--- config.mk ---
export PLATFORM = sky130hd
export DESIGN_NAME = dmem_arbiter_flat
export DESIGN_NICKNAME = d
export VERILOG_FILES = /design/src/rtl/dmem_arbiter_if.sv /design/src/rtl/dmem_arbiter.sv /design/src/flat_wrapper.sv
export SDC_FILE = /design/constraint.sdc
export NUM_CORES = 1
export LEC_CHECK = 0
export BUFFER_PORTS_ARGS = -buffer_cell sky130_fd_sc_hd__buf_2
export CAP_MARGIN = 20
export CORE_AREA = 2 2 121 123
export CTS_BUF_LIST = sky130_fd_sc_hd__clkbuf_4 sky130_fd_sc_hd__clkbuf_8
export DETAILED_ROUTE_END_ITERATION = 7
export DIE_AREA = 0 0 123 125
export PLACE_DENSITY = 0.58
export SETUP_SLACK_MARGIN = 0.4
export SKIP_CTS_REPAIR_TIMING = 1
export SLEW_MARGIN = 0
export SYNTH_ARGS = -nofsm -noshare
export SYNTH_HDL_FRONTEND = slang
export SYNTH_SLANG_ARGS = --single-unit
export TNS_END_PERCENT = 10
--- constraint.sdc ---
create_clock -name clk -period 3.7 [get_ports clk]
set_input_delay 0.185 -clock clk [delete_from_list [all_inputs] [get_ports clk]]
set_output_delay 0.185 -clock clk [all_outputs]
set_load 0.02 [all_outputs]
--- src/rtl/dmem_arbiter_if.sv ---
// Bus bundle between the CPU / host loader requesters, the arbiter and the
// single-port data memory. The arbiter sits on the slave modport.
interface dmem_arbiter_if #(
  parameter int ADDR_W = 32,
  parameter int DATA_W = 32
);
  localparam int BE_W = DATA_W / 8;

  logic              c_valid;
  logic              c_ready;
  logic              c_we;
  logic [ADDR_W-1:0] c_addr;
  logic [DATA_W-1:0] c_wdata;
  logic [BE_W-1:0]   c_be;
  logic              c_rvalid;
  logic [DATA_W-1:0] c_rdata;

  logic              h_valid;
  logic              h_ready;
  logic              h_we;
  logic [ADDR_W-1:0] h_addr;
  logic [DATA_W-1:0] h_wdata;
  logic [BE_W-1:0]   h_be;
  logic              h_rvalid;
  logic [DATA_W-1:0] h_rdata;

  logic              m_en;
  logic              m_we;
  logic [ADDR_W-1:0] m_addr;
  logic [DATA_W-1:0] m_wdata;
  logic [BE_W-1:0]   m_be;
  logic [DATA_W-1:0] m_rdata;

  modport slave (
    input  c_valid, c_we, c_addr, c_wdata, c_be,
    output c_ready, c_rvalid, c_rdata,
    input  h_valid, h_we, h_addr, h_wdata, h_be,
    output h_ready, h_rvalid, h_rdata,
    output m_en, m_we, m_addr, m_wdata, m_be,
    input  m_rdata
  );

  modport master (
    output c_valid, c_we, c_addr, c_wdata, c_be,
    input  c_ready, c_rvalid, c_rdata,
    output h_valid, h_we, h_addr, h_wdata, h_be,
    input  h_ready, h_rvalid, h_rdata,
    input  m_en, m_we, m_addr, m_wdata, m_be,
    output m_rdata
  );
endinterface

--- src/rtl/dmem_arbiter.sv ---
// Two-requester round-robin arbiter in front of a single-port data memory.
// Grants are combinational; read data returns one cycle later to its owner.
module dmem_arbiter #(
  parameter int ADDR_W = 32,
  parameter int DATA_W = 32
) (
  input  logic           clk,
  input  logic           rst_n,
  dmem_arbiter_if.slave  bus,
  output logic           last_grant
);
  localparam int BE_W = DATA_W / 8;

  logic        c_gnt;
  logic        h_gnt;
  logic        pending_valid;
  logic        pending_id;
  logic [15:0] c_grants;
  logic [15:0] h_grants;

  // On contention the requester that did not win last time goes first.
  always_comb begin
    c_gnt = 1'b0;
    h_gnt = 1'b0;
    if (rst_n) begin
      if (bus.c_valid && (!bus.h_valid || last_grant)) begin
        c_gnt = 1'b1;
      end else if (bus.h_valid) begin
        h_gnt = 1'b1;
      end
    end
  end

  assign bus.c_ready = c_gnt;
  assign bus.h_ready = h_gnt;

  always_comb begin
    bus.m_en    = 1'b0;
    bus.m_we    = 1'b0;
    bus.m_addr  = '0;
    bus.m_wdata = '0;
    bus.m_be    = '0;
    if (c_gnt) begin
      bus.m_en    = 1'b1;
      bus.m_we    = bus.c_we;
      bus.m_addr  = bus.c_addr;
      bus.m_wdata = bus.c_wdata;
      bus.m_be    = bus.c_be;
    end else if (h_gnt) begin
      bus.m_en    = 1'b1;
      bus.m_we    = bus.h_we;
      bus.m_addr  = bus.h_addr;
      bus.m_wdata = bus.h_wdata;
      bus.m_be    = bus.h_be;
    end
  end

  // The memory has a fixed one-cycle read latency, so a single owner tag suffices.
  always_ff @(posedge clk or negedge rst_n) begin
    if (!rst_n) begin
      last_grant    <= 1'b1;
      pending_valid <= 1'b0;
      pending_id    <= 1'b0;
      c_grants      <= 16'h0000;
      h_grants      <= 16'h0000;
    end else begin
      pending_valid <= (c_gnt && !bus.c_we) || (h_gnt && !bus.h_we);
      if (c_gnt || h_gnt) begin
        last_grant <= h_gnt;
        pending_id <= h_gnt;
      end
      if (c_gnt && (c_grants != 16'hFFFF)) begin
        c_grants <= c_grants + 16'h0001;
      end
      if (h_gnt && (h_grants != 16'hFFFF)) begin
        h_grants <= h_grants + 16'h0001;
      end
    end
  end

  assign bus.c_rvalid = rst_n && pending_valid && !pending_id;
  assign bus.h_rvalid = rst_n && pending_valid && pending_id;
  assign bus.c_rdata  = bus.c_rvalid ? bus.m_rdata : '0;
  assign bus.h_rdata  = bus.h_rvalid ? bus.m_rdata : '0;

endmodule

--- src/flat_wrapper.sv ---
// flat-port wrapper written by rule: the top's interface ports become plain ports
module dmem_arbiter_flat 
#(
  parameter int ADDR_W = 32,
  parameter int DATA_W = 32
)
  (clk, rst_n, last_grant, bus_c_valid, bus_c_we, bus_c_addr, bus_c_wdata, bus_c_be, bus_c_ready, bus_c_rvalid, bus_c_rdata, bus_h_valid, bus_h_we, bus_h_addr, bus_h_wdata, bus_h_be, bus_h_ready, bus_h_rvalid, bus_h_rdata, bus_m_en, bus_m_we, bus_m_addr, bus_m_wdata, bus_m_be, bus_m_rdata);
  dmem_arbiter_if #(.ADDR_W(ADDR_W), .DATA_W(DATA_W)) bus_i ();
  input  logic clk;
  input  logic rst_n;
  output logic last_grant;
  input wire logic [$bits(bus_i.c_valid)-1:0] bus_c_valid;
  input wire logic [$bits(bus_i.c_we)-1:0] bus_c_we;
  input wire logic [$bits(bus_i.c_addr)-1:0] bus_c_addr;
  input wire logic [$bits(bus_i.c_wdata)-1:0] bus_c_wdata;
  input wire logic [$bits(bus_i.c_be)-1:0] bus_c_be;
  output wire logic [$bits(bus_i.c_ready)-1:0] bus_c_ready;
  output wire logic [$bits(bus_i.c_rvalid)-1:0] bus_c_rvalid;
  output wire logic [$bits(bus_i.c_rdata)-1:0] bus_c_rdata;
  input wire logic [$bits(bus_i.h_valid)-1:0] bus_h_valid;
  input wire logic [$bits(bus_i.h_we)-1:0] bus_h_we;
  input wire logic [$bits(bus_i.h_addr)-1:0] bus_h_addr;
  input wire logic [$bits(bus_i.h_wdata)-1:0] bus_h_wdata;
  input wire logic [$bits(bus_i.h_be)-1:0] bus_h_be;
  output wire logic [$bits(bus_i.h_ready)-1:0] bus_h_ready;
  output wire logic [$bits(bus_i.h_rvalid)-1:0] bus_h_rvalid;
  output wire logic [$bits(bus_i.h_rdata)-1:0] bus_h_rdata;
  output wire logic [$bits(bus_i.m_en)-1:0] bus_m_en;
  output wire logic [$bits(bus_i.m_we)-1:0] bus_m_we;
  output wire logic [$bits(bus_i.m_addr)-1:0] bus_m_addr;
  output wire logic [$bits(bus_i.m_wdata)-1:0] bus_m_wdata;
  output wire logic [$bits(bus_i.m_be)-1:0] bus_m_be;
  input wire logic [$bits(bus_i.m_rdata)-1:0] bus_m_rdata;
  assign bus_i.c_valid = bus_c_valid;
  assign bus_i.c_we = bus_c_we;
  assign bus_i.c_addr = bus_c_addr;
  assign bus_i.c_wdata = bus_c_wdata;
  assign bus_i.c_be = bus_c_be;
  assign bus_c_ready = bus_i.c_ready;
  assign bus_c_rvalid = bus_i.c_rvalid;
  assign bus_c_rdata = bus_i.c_rdata;
  assign bus_i.h_valid = bus_h_valid;
  assign bus_i.h_we = bus_h_we;
  assign bus_i.h_addr = bus_h_addr;
  assign bus_i.h_wdata = bus_h_wdata;
  assign bus_i.h_be = bus_h_be;
  assign bus_h_ready = bus_i.h_ready;
  assign bus_h_rvalid = bus_i.h_rvalid;
  assign bus_h_rdata = bus_i.h_rdata;
  assign bus_m_en = bus_i.m_en;
  assign bus_m_we = bus_i.m_we;
  assign bus_m_addr = bus_i.m_addr;
  assign bus_m_wdata = bus_i.m_wdata;
  assign bus_m_be = bus_i.m_be;
  assign bus_i.m_rdata = bus_m_rdata;
  dmem_arbiter #(.ADDR_W(ADDR_W), .DATA_W(DATA_W)) u_core (.clk(clk), .rst_n(rst_n), .bus(bus_i), .last_grant(last_grant));
endmodule
==> reports/summary.md <==
Synthesis produced 330 cells. The number of clock buffers added by TritonCTS is 3. For this run, the post-layout net count is 789.

Across the run, the number of max-cap violations was 0. The logs give 1 for the number of H-tree levels and 0.3501 mW for the switching power total. Startpoint of the worst setup timing path: u_core.last_grant. The repair_antennas step left the layout with diodes totalling 0. The count of input and output buffers was 312. The flow ran to the end, and the final reports show no timing, DRC or antenna violations. The worst flop-to-flop path startpoint is u_core.last_grant.

The tools report the maximum buffer depth of the clock tree as 2. The number of top-level design ports was 313; the synthesized area per cell was 6.916 um^2. The total count of max-transition violations in the final report is 0, and the unique cell type count in the Yosys netlist is 22. Setup repair after global routing left no endpoint under its margin. The worst register-to-register path has a setup slack of 2220 ps. Entering global routing, the biggest net connects 80 pins. The area share of the leading cell type in the synthesized netlist was 37.83%. The total power per unit cell area is 177.6 mW/mm^2, and the detailed-router iteration count before antenna repair is 4. The most instantiated flip-flop cell in the synthesis netlist was dfrtp_1.

In this run the core area contains 44 standard-cell rows. Setup violations remaining at the end of the flow were counted as 0. The worst pin sits at a relative slew slack of 40.66%. The tools report the fmax as 0.4708 GHz. Part of the cycle the worst path needs: 57.41%. The count of nets left with antenna violations once routing finished came out at 0.

The clock network is responsible for 15.0% of the overall power. CTS placed an instance of clkbuf_8 at the clock tree root. In the final layout, the share of cells above drive strength 1 is 64.82%.

Post-synthesis sequential element count: 3. For this run, the register share of the synthesized area comes to 3.344%. The required time at the worst-slack endpoint came out at 3510 ps.

In the final layout, the multi-input gates occupy 0.001901 mm^2. The run gives 3 as the total clock sinks. The first global-routing pass estimated 13360 um of wire. The count of flip-flops with a built-in enable after synthesis came out at 0. Across all layers, the routed design uses 3249 vias.

STA classifies the critical path startpoint as a flop. Number of fill cells in the layout: 1572. The routed design has 9546 um of wire. Critical path arrival: 1940 ps. Logic gate share of total power: 78.4%. Measured along the x axis, the die boundary spans 123 um.

Compared with the post-synthesis result, the final layout area differs by 70.78%. The sequential cells in the finished layout cover a total of 76.32 um^2. For the setup skew after layout, the log shows 0.2270 ps.

For the initial antenna violation count, the log shows 0. The post-route minimum period was 2124 ps; the number of vias per cell after detailed routing was 4.071. The tools report the final weighted congestion in routability-driven placement as 0.7345. In this run the static leakage power is 2.253 nW.

Of all nets on the critical path, the largest fanout is 42. The share of async-settable or async-resettable flops after synthesis works out to 100.0%. TritonCTS built the clock tree.

For the final number of hold-violating endpoints, the log shows 0. The overall power consumption came out at 0.6922 mW. For this block, the initial DRC count from the detailed router was 93. The average wire per cell in the routed design came out at 11.96 um. Global routing used 10.51% of the available tracks across all layers.

o22ai_2 takes more of the synthesized area than any other cell. Insertion delay of the later-clocked pin in the worst-skew pair: 210 ps. The critical path is of the reg -> out type. The Yosys step of the flow raised 0 warnings. The sum of negative setup slack was 0 ps; the initial standard-cell utilization of the core was 16.07%. After detailed routing, the number of remaining DRC violations is 0.

After synthesis, the most frequently instantiated cells are 142 x nand2_1, 69 x o22ai_2, 62 x and2_1. The internal portion of the total power is 0.3421 mW. The number of cell instances on the worst register-to-register path was 4.

The tools report the type of destination of the critical path as an output pin. In this run switching power makes up 50.57% of total power. Summing every instance area after synthesis gives 0.002282 mm^2. The run gives 504 as the number of nets produced by synthesis. The post-DP HPWL was 7421 um; the number of global-route vias before repair was 2775. In this run the worst hold path is classified as in -> async. For this run the aggregate overflow at the end of global routing stands at 0.

The worst hold-check slack is 72.18 ps, and the vertical die dimension is 125 um. Among all cell types in the netlist, the one instantiated most often is nand2_1. For the pin with the worst max-slew slack, the measured transition is 889.2 ps. After clock tree synthesis, the clock-pin slew on the worst setup and hold paths is 30 ps. In the post-synthesis netlist, the biggest area contributors are o22ai_2 38%, nand2_1 23%, and2_1 17%.

Across the VDD grid, the largest voltage drop is 0.00009118 V. The die covers 0.01538 mm^2. The tools report the endpoint of the lowest-slack register-to-register path as u_core.pending_valid.

For the part of the power in registers, the log shows 6.6%. The area of the core is 0.01420 mm^2.
-- stage by stage --
stage	util (%)	setup slack, ps	instances	area (um^2)
finish	27.44	1576	798	3897
global route	27.44	1493	798	3897
CTS	27.25	1219	797	3870
detailed placement	26.90	1461	793	3821
global placement	26.90	1473	793	3821
floorplan	-	2150	330	2282
-- cell families after synthesis --
logic type / synth area share (%)
AOI/OAI and AO/OA: 39.25
buffers and inverters: 13.71
DFF: 3.345
and+or+nand+nor: 43.69
-- power groups by stage --
| stage | Clock (mW) | Sequential (mW) | Combinational (mW) |
|---|---|---|---|
| 2_1_floorplan | 0 | 0.0479 | 0.375 |
| 3_3_place_gp | 0 | 0.0454 | 0.538 |
| 3_5_place_dp | 0 | 0.0459 | 0.539 |
| 4_1_cts | 0.106 | 0.0455 | 0.541 |
| 5_1_grt | 0.110 | 0.0464 | 0.586 |
| 6_report | 0.104 | 0.0456 | 0.543 |
-- layout make-up --
type | instances | area share [%]
multi-input combinational | 288 | 48.76
clock buffer | 4 | 1.252
timing repair buffer | 317 | 41.93
tap | 184 | 5.907
sequential | 3 | 1.958
inverter | 2 | 0.1926
-- state kept, by name, indices dropped and copies added, names as in the netlist --
name                  count
u_core.last_grant         1
u_core.pending_id         1
u_core.pending_valid      1
-- routing by layer --
metal / share of wire, % / track usage, % / vias to the layer above
li1: - / - / 1668
met3: 8.7 / 1.232 / 4
met4: 0.38 / 1.270 / 0
met2: 51 / 20.93 / 156
met5: 0 / 0 / -
met1: 40 / 11.97 / 1421
-- layout by cell type (no fill, tap or decap), types with 2 or more instances in the layout --
cell type / netlist / routed
nor2_1: 5 / 5
buf_2: 20 / 311
o22ai_2: 69 / 69
dfrtp_1: 2 / 2
buf_4: 2 / 4
clkbuf_8: 0 / 3
nor2_2: 2 / 2
and2_1: 62 / 62
nand2_1: 142 / 141
-- critical path, stage by stage, from the launching register on --
cell	delay [ps]
dfstp_2	560
nor2b_4	50
nand2b_4	350
buf_16	310
o22ai_2	210
buf_2	190
-- how the worst max path moves through the flow --
stage / end / slack, ps / depth (start not counted)
2_1_floorplan: bus_m_addr[0] / 2150 / 5
3_3_place_gp: bus_m_addr[29] / 1470 / 5
3_5_place_dp: bus_m_addr[26] / 1460 / 5
4_1_cts: bus_m_addr[26] / 1220 / 5
5_1_grt: bus_m_be[1] / 1490 / 5
6_report: bus_m_wdata[23] / 1580 / 5
(Power assumes the default switching activity.)
